$ cat src/rtl/fsk_pkg.sv
// Shared FSK link constants: symbol timing, frame size and decision thresholds.
// The modulator and demodulator both take their defaults from here.
package fsk_pkg;

    localparam int SYM_LEN_DEF    = 16;
    localparam int FRAME_BITS_DEF = 9;
    localparam int THRESH_DEF     = 12;
    localparam int ERR_LO_DEF     = 10;
    localparam int ERR_HI_DEF     = 13;

    // True when v lies in the closed range [lo, hi].
    function automatic logic in_range(input int unsigned v,
                                      input int unsigned lo,
                                      input int unsigned hi);
        return (v >= lo) && (v <= hi);
    endfunction

endpackage

$ cat src/rtl/fsk_sym_detect.sv
// Per-symbol edge counter and bit decision. The decision outputs are valid
// combinationally on the last cycle of each symbol window (strobe_o high).
module fsk_sym_detect
    import fsk_pkg::*;
#(
    parameter int SYM_LEN = SYM_LEN_DEF,
    parameter int THRESH  = THRESH_DEF,
    parameter int ERR_LO  = ERR_LO_DEF,
    parameter int ERR_HI  = ERR_HI_DEF
) (
    input  logic clk,
    input  logic reset,
    input  logic fsk_i,
    output logic bit_o,
    output logic ambiguous_o,
    output logic strobe_o
);

    localparam int SC_W  = (SYM_LEN > 1) ? $clog2(SYM_LEN) : 1;
    localparam int CNT_W = $clog2(SYM_LEN + 1);

    logic             fsk_d_q;
    logic [SC_W-1:0]  sym_cnt_q, sym_cnt_d;
    logic [CNT_W-1:0] edge_cnt_q, edge_cnt_d;
    logic [CNT_W-1:0] total_s;
    logic             edge_s, last_s;

    // Window total includes the edge of the closing cycle, so nothing is lost at the wrap.
    always_comb begin
        edge_s  = fsk_i ^ fsk_d_q;
        last_s  = (sym_cnt_q == SC_W'(SYM_LEN - 1));
        total_s = edge_cnt_q + CNT_W'(edge_s);
        if (last_s) begin
            sym_cnt_d  = {SC_W{1'b0}};
            edge_cnt_d = {CNT_W{1'b0}};
        end else begin
            sym_cnt_d  = sym_cnt_q + SC_W'(1);
            edge_cnt_d = total_s;
        end
    end

    assign bit_o       = (total_s >= CNT_W'(THRESH));
    assign ambiguous_o = in_range(32'(total_s), ERR_LO, ERR_HI);
    assign strobe_o    = last_s;

    // Line delay, symbol counter and edge accumulator.
    always_ff @(posedge clk or negedge reset) begin
        if (!reset) begin
            fsk_d_q    <= 1'b0;
            sym_cnt_q  <= {SC_W{1'b0}};
            edge_cnt_q <= {CNT_W{1'b0}};
        end else begin
            fsk_d_q    <= fsk_i;
            sym_cnt_q  <= sym_cnt_d;
            edge_cnt_q <= edge_cnt_d;
        end
    end

endmodule

$ cat src/rtl/fsk_demod.sv
// FSK demodulator top: assembles symbol decisions into frames and reports
// ambiguous symbols per decision (sym_err) and per frame (frame_err).
module fsk_demod
    import fsk_pkg::*;
#(
    parameter int SYM_LEN    = SYM_LEN_DEF,
    parameter int FRAME_BITS = FRAME_BITS_DEF,
    parameter int THRESH     = THRESH_DEF,
    parameter int ERR_LO     = ERR_LO_DEF,
    parameter int ERR_HI     = ERR_HI_DEF
) (
    input  logic                  clk,
    input  logic                  reset,
    input  logic                  fsk_in,
    output logic [FRAME_BITS-1:0] dataout,
    output logic                  valid,
    output logic                  frame_err,
    output logic                  sym_err
);

    localparam int BI_W = (FRAME_BITS > 1) ? $clog2(FRAME_BITS) : 1;

    logic                  bit_s, amb_s, strobe_s;
    logic [BI_W-1:0]       bit_idx_q, bit_idx_d;
    logic [FRAME_BITS-1:0] asm_q, asm_d;
    logic [FRAME_BITS-1:0] dataout_q, dataout_d;
    logic                  ferr_acc_q, ferr_acc_d;
    logic                  frame_err_q, frame_err_d;
    logic                  valid_q, valid_d;
    logic                  sym_err_q, sym_err_d;

    fsk_sym_detect #(
        .SYM_LEN (SYM_LEN),
        .THRESH  (THRESH),
        .ERR_LO  (ERR_LO),
        .ERR_HI  (ERR_HI)
    ) u_sym_detect (
        .clk         (clk),
        .reset       (reset),
        .fsk_i       (fsk_in),
        .bit_o       (bit_s),
        .ambiguous_o (amb_s),
        .strobe_o    (strobe_s)
    );

    // Frame assembly; the last bit of a frame is folded into dataout on the same edge.
    always_comb begin
        asm_d       = asm_q;
        bit_idx_d   = bit_idx_q;
        ferr_acc_d  = ferr_acc_q;
        dataout_d   = dataout_q;
        frame_err_d = frame_err_q;
        valid_d     = 1'b0;
        sym_err_d   = 1'b0;
        if (strobe_s) begin
            sym_err_d        = amb_s;
            asm_d[bit_idx_q] = bit_s;
            if (bit_idx_q == BI_W'(FRAME_BITS - 1)) begin
                dataout_d   = asm_d;
                frame_err_d = ferr_acc_q | amb_s;
                valid_d     = 1'b1;
                ferr_acc_d  = 1'b0;
                bit_idx_d   = {BI_W{1'b0}};
            end else begin
                ferr_acc_d  = ferr_acc_q | amb_s;
                bit_idx_d   = bit_idx_q + BI_W'(1);
            end
        end else begin
            valid_d = 1'b0;
        end
    end

    // Framing state and registered outputs.
    always_ff @(posedge clk or negedge reset) begin
        if (!reset) begin
            bit_idx_q   <= {BI_W{1'b0}};
            asm_q       <= {FRAME_BITS{1'b0}};
            ferr_acc_q  <= 1'b0;
            dataout_q   <= {FRAME_BITS{1'b0}};
            frame_err_q <= 1'b0;
            valid_q     <= 1'b0;
            sym_err_q   <= 1'b0;
        end else begin
            bit_idx_q   <= bit_idx_d;
            asm_q       <= asm_d;
            ferr_acc_q  <= ferr_acc_d;
            dataout_q   <= dataout_d;
            frame_err_q <= frame_err_d;
            valid_q     <= valid_d;
            sym_err_q   <= sym_err_d;
        end
    end

    assign dataout   = dataout_q;
    assign valid     = valid_q;
    assign frame_err = frame_err_q;
    assign sym_err   = sym_err_q;

endmodule

$ cat config.mk
export PLATFORM = sky130hd
export DESIGN_NAME = fsk_demod
export DESIGN_NICKNAME = d
export VERILOG_FILES = /design/src/rtl/fsk_pkg.sv /design/src/rtl/fsk_sym_detect.sv /design/src/rtl/fsk_demod.sv
export SDC_FILE = /design/constraint.sdc
export NUM_CORES = 1
export LEC_CHECK = 0
export ABC_AREA = 1
export CAP_MARGIN = 25
export CORE_AREA = 4 4 71 60
export DETAILED_ROUTE_END_ITERATION = 6
export DIE_AREA = 0 0 75 64
export MAX_ROUTING_LAYER = met4
export PLACE_DENSITY = 0.72
export REMOVE_ABC_BUFFERS = 1
export SETUP_SLACK_MARGIN = 0.05
export SLEW_MARGIN = 20
export SYNTH_ARGS = -nofsm -noshare
export SYNTH_HDL_FRONTEND = slang
export SYNTH_SLANG_ARGS = --single-unit
$ cat constraint.sdc
create_clock -name clk -period 1.5 [get_ports clk]
set_input_delay 0.15 -clock clk [delete_from_list [all_inputs] [get_ports clk]]
set_output_delay 0.15 -clock clk [all_outputs]
set_load 0.05 [all_outputs]
==> results, run 1 <==
- In this run the tool buffered the top-level ports with 14 buffer cells.
- Ranked by instance count, the synthesized netlist is headed by 45 x nand2_1, 35 x dfrtp_1, 28 x nand3_1, 16 x inv_1, 14 x nor2_1.
- Of the synthesized area, sequential elements account for 0.5072.
- The worst clock skew is 4.987 ps.
- The leftover overflow at the end of global routing is 0.
- The fraction of the cycle the final worst path needs is 1.122.
- The leakage power is 1.015 nW.
- The mapped netlist covers 1727 µm².
- The worst setup path is captured at a register.
- At the end of routability-driven placement, the weighted congestion stood at 0.7976.
- Compared with the post-synthesis result, the final layout area differs by 25.36%.
- By instance count, the leading cell after synthesis is nand2_1.
- No sink is reached through more buffers than the 2 on the longest clock path.
- The clock root buffer master is clkbuf_8.
- In the final layout, the multi-input gates occupy 835.8 µm².
- The DRC violation total after the first TritonRoute iteration is 72.
- The delay of the slowest critical-path stage is 370 ps.
- The initial core utilization is 0.4759.
- The leading area contributor after synthesis is dfrtp_1.
- The first global-routing pass estimated 5568 µm of wire.
- The design draws 1.780 mW.
- The startpoint type of the worst setup path is a register.
- The number of slew-limit violations in the final report is 0.
- Setup repair after global routing could not meet its margin everywhere.
- CTS saw 35 sinks.
- The share of async-settable or async-resettable flops after synthesis is 1.000.
- The slew at the pin with the worst max-slew slack is 434.7 ps.
- Leaving out filler cells and counting taps, the final layout contains 271.
- VDD sags by at most 0.3443 mV.
- In this run the standard cell core region covers 3628 µm².
- Summed over all failing endpoints, the final setup total negative slack is -3193 ps.
- In this run the mean area of a mapped cell was 8.946 µm².
- The final layout net count is 237.
- Entering global routing, the biggest net connects 36 pins.
- The top cell family by delay on the critical path is simple AND/OR/NAND/NOR gates.
- The area share of the largest cell type after synthesis is 0.5072.
- The endpoint required time on the critical path is 1680 ps.
- The CTS tree is yes.
- The proportion of layout cells with a drive suffix above 1 is 0.3348.
- The netlist uses 23 different library cells.
- The number of clock buffers added by TritonCTS is 5.
- Across all setup checks in the final design, the least slack found is -183.6 ps.
- The critical path goes through xor2_1 > ha_2 > ha_4 > nand2_1 > nand2_4 > clkinv_4 > nand2_4 > nand3_1 > nand3_1 > nand2_1.
- For this run, the top clock speed supported by timing is 0.5940 GHz.
- The floorplan step defined a die boundary enclosing 4800 µm².
- Across every metal layer, demand over resource in global routing totals 0.1559.
- The insertion delay of the later-clocked pin in the worst-skew pair is 280 ps.
- Detailed placement ended at an HPWL of 2115 µm.
- The number of global-route vias before repair was 1266.
- The gate count of the mapped netlist is 193.
- Setup violations remaining at the end of the flow were counted as 21.
- The checks that failed: setup timing.
- During I/O placement, the number of pins put on the boundary was 15.
- The smallest clock period supported by the final layout is computed as 1684 ps.
- The count of maximum capacitance violations is 0.
- The worst hold path belongs to the class input port to asynchronous set/reset pin.
- The worst max-slew margin expressed relative to the limit is 0.7102.
- The area taken by flip-flops and latches is 875.8 µm².
- The run finished, with violations left.
- The post-detailed-routing wire length is 3363 µm.
- At the worst endpoint, the arrival time is 1860 ps.
- Including well taps, the total number of placed cells is 255.
- The start-to-end type of the worst setup path is register to register.
- The antenna diode count is 0.
- The total number of placement rows is 20.
- In this run the power density over the cells is 822.4 nW/µm².
- In this run, post-CTS hold repair placed 0 buffers.
- The worst path buffer plus inverter count is 1.
- In the post-synthesis netlist, the biggest area contributors are dfrtp_1 51%, nand2_1 9.8%, nand3_1 8.1%.
- The number of enable flip-flop cells after synthesis is 0.
- The die boundary width is 75 µm.
- In this run the number of H-tree levels came out at 2.
- The clock edge transition at the registers on the reported setup and hold paths is 70 ps.
- The Yosys step of the flow raised 0 warnings.
- The cell with the largest stage delay on the worst path is dfrtp_1.
- The die outline height is 64 µm.
- The layout has 296 filler cells.
- The average vias per placed instance is 4.945.
- The most used flip-flop cell after synthesis is dfrtp_1.
- The count of TritonRoute iterations in the first routing pass is 4.
- The initial antenna violation count is 0.
- The detail route stage leaves a number of antenna-violating nets equal to 0.
- The post-route DRC violation count is 0.
- Synthesis inferred 35 register bits.
- In this run the worst path has a maximum fanout of 5.
- The total via count in the routed design is 1340.
- Dividing the detail-routed wire length by the instance count gives 12.41 µm.
- The core utilization of the finished layout is 0.5966.
- The count of endpoints failing hold in the final timing report is 0.
==> final timing paths <==
check	slack, ps	endpoint	cells after the start	start
worst max-delay path	-180	dataout[7]$_DFFE_PN0P_	10	u_sym_detect.fsk_d_q$_DFF_PN0_
worst min-delay path	270	u_sym_detect.fsk_d_q$_DFF_PN0_	2	reset
worst max register to register	-180	dataout[7]$_DFFE_PN0P_	10	u_sym_detect.fsk_d_q$_DFF_PN0_
worst min register to register	470	asm_q[7]$_DFFE_PN0P_	2	asm_q[7]$_DFFE_PN0P_
max in group asynchronous	910	sym_err$_DFF_PN0_	2	reset
min in group clk	350	u_sym_detect.fsk_d_q$_DFF_PN0_	1	fsk_in
==> cell type report <==
class,count,area share
sequential,35,0.4046
timing repair inverter,1,0.002312
clock inverter,1,0.002312
tap,44,0.02543
timing repair buffer,28,0.1029
inverter,21,0.04104
multi-input combinational,134,0.3861
clock buffer,7,0.03526
==> metal layers <==
metal | vias to the layer above | wire [µm] | GRT usage
li1 | 682 | - | -
met1 | 625 | 1628 | 0.2064
met2 | 22 | 1503 | 0.2207
met3 | 11 | 138 | 0.04874
met4 | 0 | 93 | 0.06222
met5 | - | 0 | -
==> power by group <==
group          leakage (nW)  switching, mW  total, mW  internal [mW]
registers             0.380         0.0179       1.00          0.982
logic                 0.593         0.0677      0.127         0.0596
clock network        0.0422          0.327      0.653          0.326
total                  1.02          0.413       1.78           1.37
==> through the flow <==
step / setup slack, ps / area (µm²) / hold slack (ps)
6_report: -183.6 / 2165 / 268.5
5_1_grt: -311.4 / 2165 / 321.3
4_1_cts: -143.5 / 2039 / 285.5
3_5_place_dp: -479.1 / 1913 / 457.5
3_3_place_gp: -458.6 / 1913 / 455.7
2_1_floorplan: -96.67 / 1680 / -145.6
==> state kept, by name, indices dropped and copies added, names as in the netlist <==
name and cells:
u_sym_detect.edge_cnt_q 5, u_sym_detect.fsk_d_q 1, asm_q 8, valid 1, dataout 9, frame_err 1, bit_idx_q 4, u_sym_detect.sym_cnt_q 4
ferr_acc_q 1, sym_err 1
==> cell usage in the layout, fill, tap and decap left out, drive strengths merged <==
master / count
o21ai: 3
clkdlybuf4s50: 2
buf: 26
a21oi: 5
clkinv: 4
nand3: 33
nor3: 2
nand4: 3
nand2: 53
or2: 9
xor2: 3
dfrtp: 35
inv: 19
nor2: 15
clkbuf: 7
ha: 8
==> kinds of logic after synthesis <==
logic type                 after synthesis  share of synthesized area
AOI/OAI and AO/OA                        8                    0.02318
adders and majority gates                8                    0.05797
DFF                                     35                     0.5072
buffers and inverters                   26                    0.07318
xor gates and xnor gates                 3                    0.01522
and+or+nand+nor                        113                     0.3232
==> repair_timing <==
action                                  in CTS  in global routing
gates resized for setup                      9                 21
endpoints found under the setup margin      22                 25
setup buffers                                0                  5
gates cloned                                 1                  2
pin swaps                                    1                  5
Power figures use the tool's default switching activity.
==> run 2: changes to the inputs <==
--- a/config.mk
+++ b/config.mk
@@ -7,11 +7,11 @@
 export LEC_CHECK = 0
 export ABC_AREA = 1
 export CAP_MARGIN = 25
-export CORE_AREA = 4 4 71 60
+export CORE_AREA = 4 4 65 55
 export DETAILED_ROUTE_END_ITERATION = 6
-export DIE_AREA = 0 0 75 64
+export DIE_AREA = 0 0 69 59
 export MAX_ROUTING_LAYER = met4
-export PLACE_DENSITY = 0.72
+export PLACE_DENSITY = 0.81
 export REMOVE_ABC_BUFFERS = 1
 export SETUP_SLACK_MARGIN = 0.05
 export SLEW_MARGIN = 20
==> constraint.sdc (replaced) <==
create_clock -name clk -period 2 [get_ports clk]
set_input_delay 0.2 -clock clk [delete_from_list [all_inputs] [get_ports clk]]
set_output_delay 0.2 -clock clk [all_outputs]
set_load 0.05 [all_outputs]
==> results, run 2 (same netlist as run 1, synthesis figures left out) <==
- Status: finished clean (was finished, violations left).
- The most common cell after layout, fill and taps aside is nand2_1 (unchanged).
- The initial antenna violation count came to 0 (unchanged).
- The total number of placement rows is 18 (was 20).
- The area growth from synthesis to layout came to 14.57% (was 25.36%).
- The estimated wirelength of the detail-placed design was 2256 µm (was 2115 µm).
- The worst path buffer plus inverter count is 2 (was 1).
- The clock edge transition at the registers on the reported setup and hold paths was 80 ps (was 70 ps).
- The insertion delay of the later-clocked pin in the worst-skew pair is 300 ps (was 280 ps).
- The endpoint type of the worst setup path is a register (unchanged).
- The proportion of layout cells with a drive suffix above 1 is 0.1557 (was 0.3348).
- The hold buffer count at CTS was 0 (unchanged).
- The startpoint type of the worst setup path is an input port (was register).
- The global-route usage over all layers is 0.1968 (was 0.1559).
- Critical Path, Cell by Cell: clkdlybuf4s50_1 > xor2_1 > ha_1 > ha_2 > nand2_1 > nand2_2 > clkinv_2 > nand2_4 > nand3_1 > nand3_1 > nand2_1 (was xor2_1 > ha_2 > ha_4 > nand2_1 > nand2_4 > clkinv_4 > nand2_4 > nand3_1 > nand3_1 > nand2_1).
- The worst max-slew margin expressed relative to the limit is 0.6671 (was 0.7102).
- The post-route minimum period is 1766 ps.
- The power per standard cell area is 678.0 nW/µm² (was 822.4 nW/µm²).
- RSZ-0062 raised after global routing: false (was true).
- The post-route DRC violation count is 0 (unchanged).
- The post-detailed-routing wire length is 3270 µm (was 3363 µm).
- The post-detailed-route count of antenna-violating nets is 0 (unchanged).
- The data arrival time at the worst-slack endpoint is 1960 ps (was 1860 ps).
- Of the available clock period, the critical path in the final layout requires 0.8830.
- The endpoint required time on the critical path was 2190 ps (was 1680 ps).
- The number of clock sinks is 35 (unchanged).
- The pin count of the biggest net entering global routing was 36 (unchanged).
- The final layout net count came to 222 (was 237).
- The worst setup slack after layout is 234.0 ps (was -183.6 ps).
- The delay of the slowest critical-path stage came to 500 ps (was 370 ps).
- The leftover overflow at the end of global routing is 0 (unchanged).
- The weighted congestion reported at the end of routability-driven placement came to 0.8390 (was 0.7976).
- The count of TritonRoute iterations in the first routing pass was 4 (unchanged).
- The slew at the pin with the worst max-slew slack is 497.9 ps (was 434.7 ps).
- The total setup violations reported at the end of the flow is 0 (was 21).
- The average vias per placed instance is 5.052 (was 4.945).
- The worst-path maximum fanout is 9 (was 5).
- The type of the worst min-delay path was input port to asynchronous set/reset pin (unchanged).
- The average wire length per cell after detail routing is 12.98 µm (was 12.41 µm).
- The total via count in the routed design was 1273 (was 1340).
- The post-route worst hold slack is 314.0 ps (was 268.5 ps).
- The die area is 4071 µm² (was 4800 µm²).
- The DRC violation total after the first TritonRoute iteration was 79 (was 72).
- The count of endpoints failing hold in the final timing report is 0 (unchanged).
- The number of buffers on the longest clock path is 2 (unchanged).
- The die boundary width is 69 µm (was 75 µm).
- The number of placed I/O pins is 15 (unchanged).
- The top cell family by delay on the critical path is simple AND/OR/NAND/NOR gates (unchanged).
- The area inside the core boundary came to 2973 µm² (was 3628 µm²).
- Most frequent cells in the layout: 45 x nand2_1, 35 x dfrtp_1, 28 x nand3_1 (was 42 x nand2_1, 35 x dfrtp_1, 24 x nand3_1, 24 x buf_4, 13 x inv_1).
- The start-to-end type of the worst setup path was input port to register (was register to register).
- The initial core utilization is 0.5808 (was 0.4759).
- The number of slew-limit violations in the final report is 0 (unchanged).
- The largest voltage drop on the vdd net came to 0.5204 mV (was 0.3443 mV).
- The number of buffers inserted during clock tree synthesis was 5 (unchanged).
- The number of global-route vias before repair is 1329 (was 1266).
- The worst clock skew came to 9.905 ps (was 4.987 ps).
- The die outline height is 59 µm (was 64 µm).
- The count of maximum capacitance violations is 0 (unchanged).
- The setup slack after placement is -115.8 ps (was -479.1 ps).
- The flip-flop count of the largest register, all copies and words added came to 9 (unchanged).
- The maximum level of the CTS H-tree is 2 (unchanged).
- The number of port buffers came to 14 (unchanged).
- Derived from the worst setup path, the maximum achievable clock frequency is 0.5662 GHz.
- The leakage power is 0.9571 nW (was 1.015 nW).
- The CTS tree is yes (unchanged).
- The cell with the largest stage delay on the worst path is clkdlybuf4s50_1 (was dfrtp_1).
- The antenna diode count is 0 (unchanged).
- The clock root buffer master is clkbuf_8 (unchanged).
- The wire length of the first global-routing pass came to 5989 µm (was 5568 µm).
-- run 2: cell count changes in the layout (fill, tap and decap cells not counted), sizes merged --
cell	delta
inv	+1
clkdlybuf4s50	+12
clkinvlp	+1
buf	-24
clkinv	-2
nand2	-2
clkbuf	-1
-- run 2: final timing paths --
path	start	end	slack, ps	cells after the start
min in group clk	fsk_in	u_sym_detect.fsk_d_q$_DFF_PN0_	420	1
max	fsk_in	dataout[5]$_DFFE_PN0P_	230	11
max reg2reg	u_sym_detect.fsk_d_q$_DFF_PN0_	dataout[5]$_DFFE_PN0P_	250	10
min	reset	dataout[6]$_DFFE_PN0P_	310	2
max in group asynchronous	reset	dataout[4]$_DFFE_PN0P_	1370	2
min reg2reg	asm_q[6]$_DFFE_PN0P_	asm_q[6]$_DFFE_PN0P_	480	2
-- run 2: where the power goes --
part           internal [mW]  leakage, nW  switching (mW)  total, mW
registers              0.737        0.380          0.0161      0.753
logic                 0.0375        0.536          0.0493     0.0868
clock network          0.243       0.0412           0.259      0.502
total                   1.02        0.957           0.324       1.34
-- run 2: repair_timing --
item                                    CTS  global route
endpoints found under the setup margin    0             6
setup buffers                             0             0
gates resized for setup                   0             2
hold endpoints to repair                  0             0
-- run 2: through the flow --
step,cells,TNS [ps],total power [mW],utilization,area [µm²]
4_1_cts,252,0,1.351,0.6629,1971
3_3_place_gp,244,0,0.8444,0.6343,1886
2_1_floorplan,188,0,0.8179,-,1680
6_report,252,0,1.341,0.6654,1978
5_1_grt,252,0,1.397,0.6654,1978
3_5_place_dp,244,-1626,0.8521,0.6343,1886
-- run 2: final cells by class --
type	instances	area [µm²]
fill	249	994.7
clock inverter	2	12.51
timing repair buffer	16	155.1
inverter	21	80.08
tap	40	50.05
sequential	35	875.8
multi-input combinational	132	732.0
clock buffer	6	72.57
-- run 2: metal layers --
metal,vias up,GRT usage,routed length [µm],part of all wire
met5,-,-,0,0
met4,0,0.1003,85,0.026
met3,10,0.04746,163,0.050
met2,28,0.3098,1530,0.47
met1,588,0.2406,1490,0.46
li1,647,-,-,-
-- run 2: worst reg2reg max path: stages (launching register included) --
cell,delay [ps]
dfrtp_1,390
xor2_1,220
ha_1,190
ha_2,200
nand2_1,90
nand2_2,110
clkinv_2,70
nand2_4,120
nand3_1,110
nand3_1,100
nand2_1,50
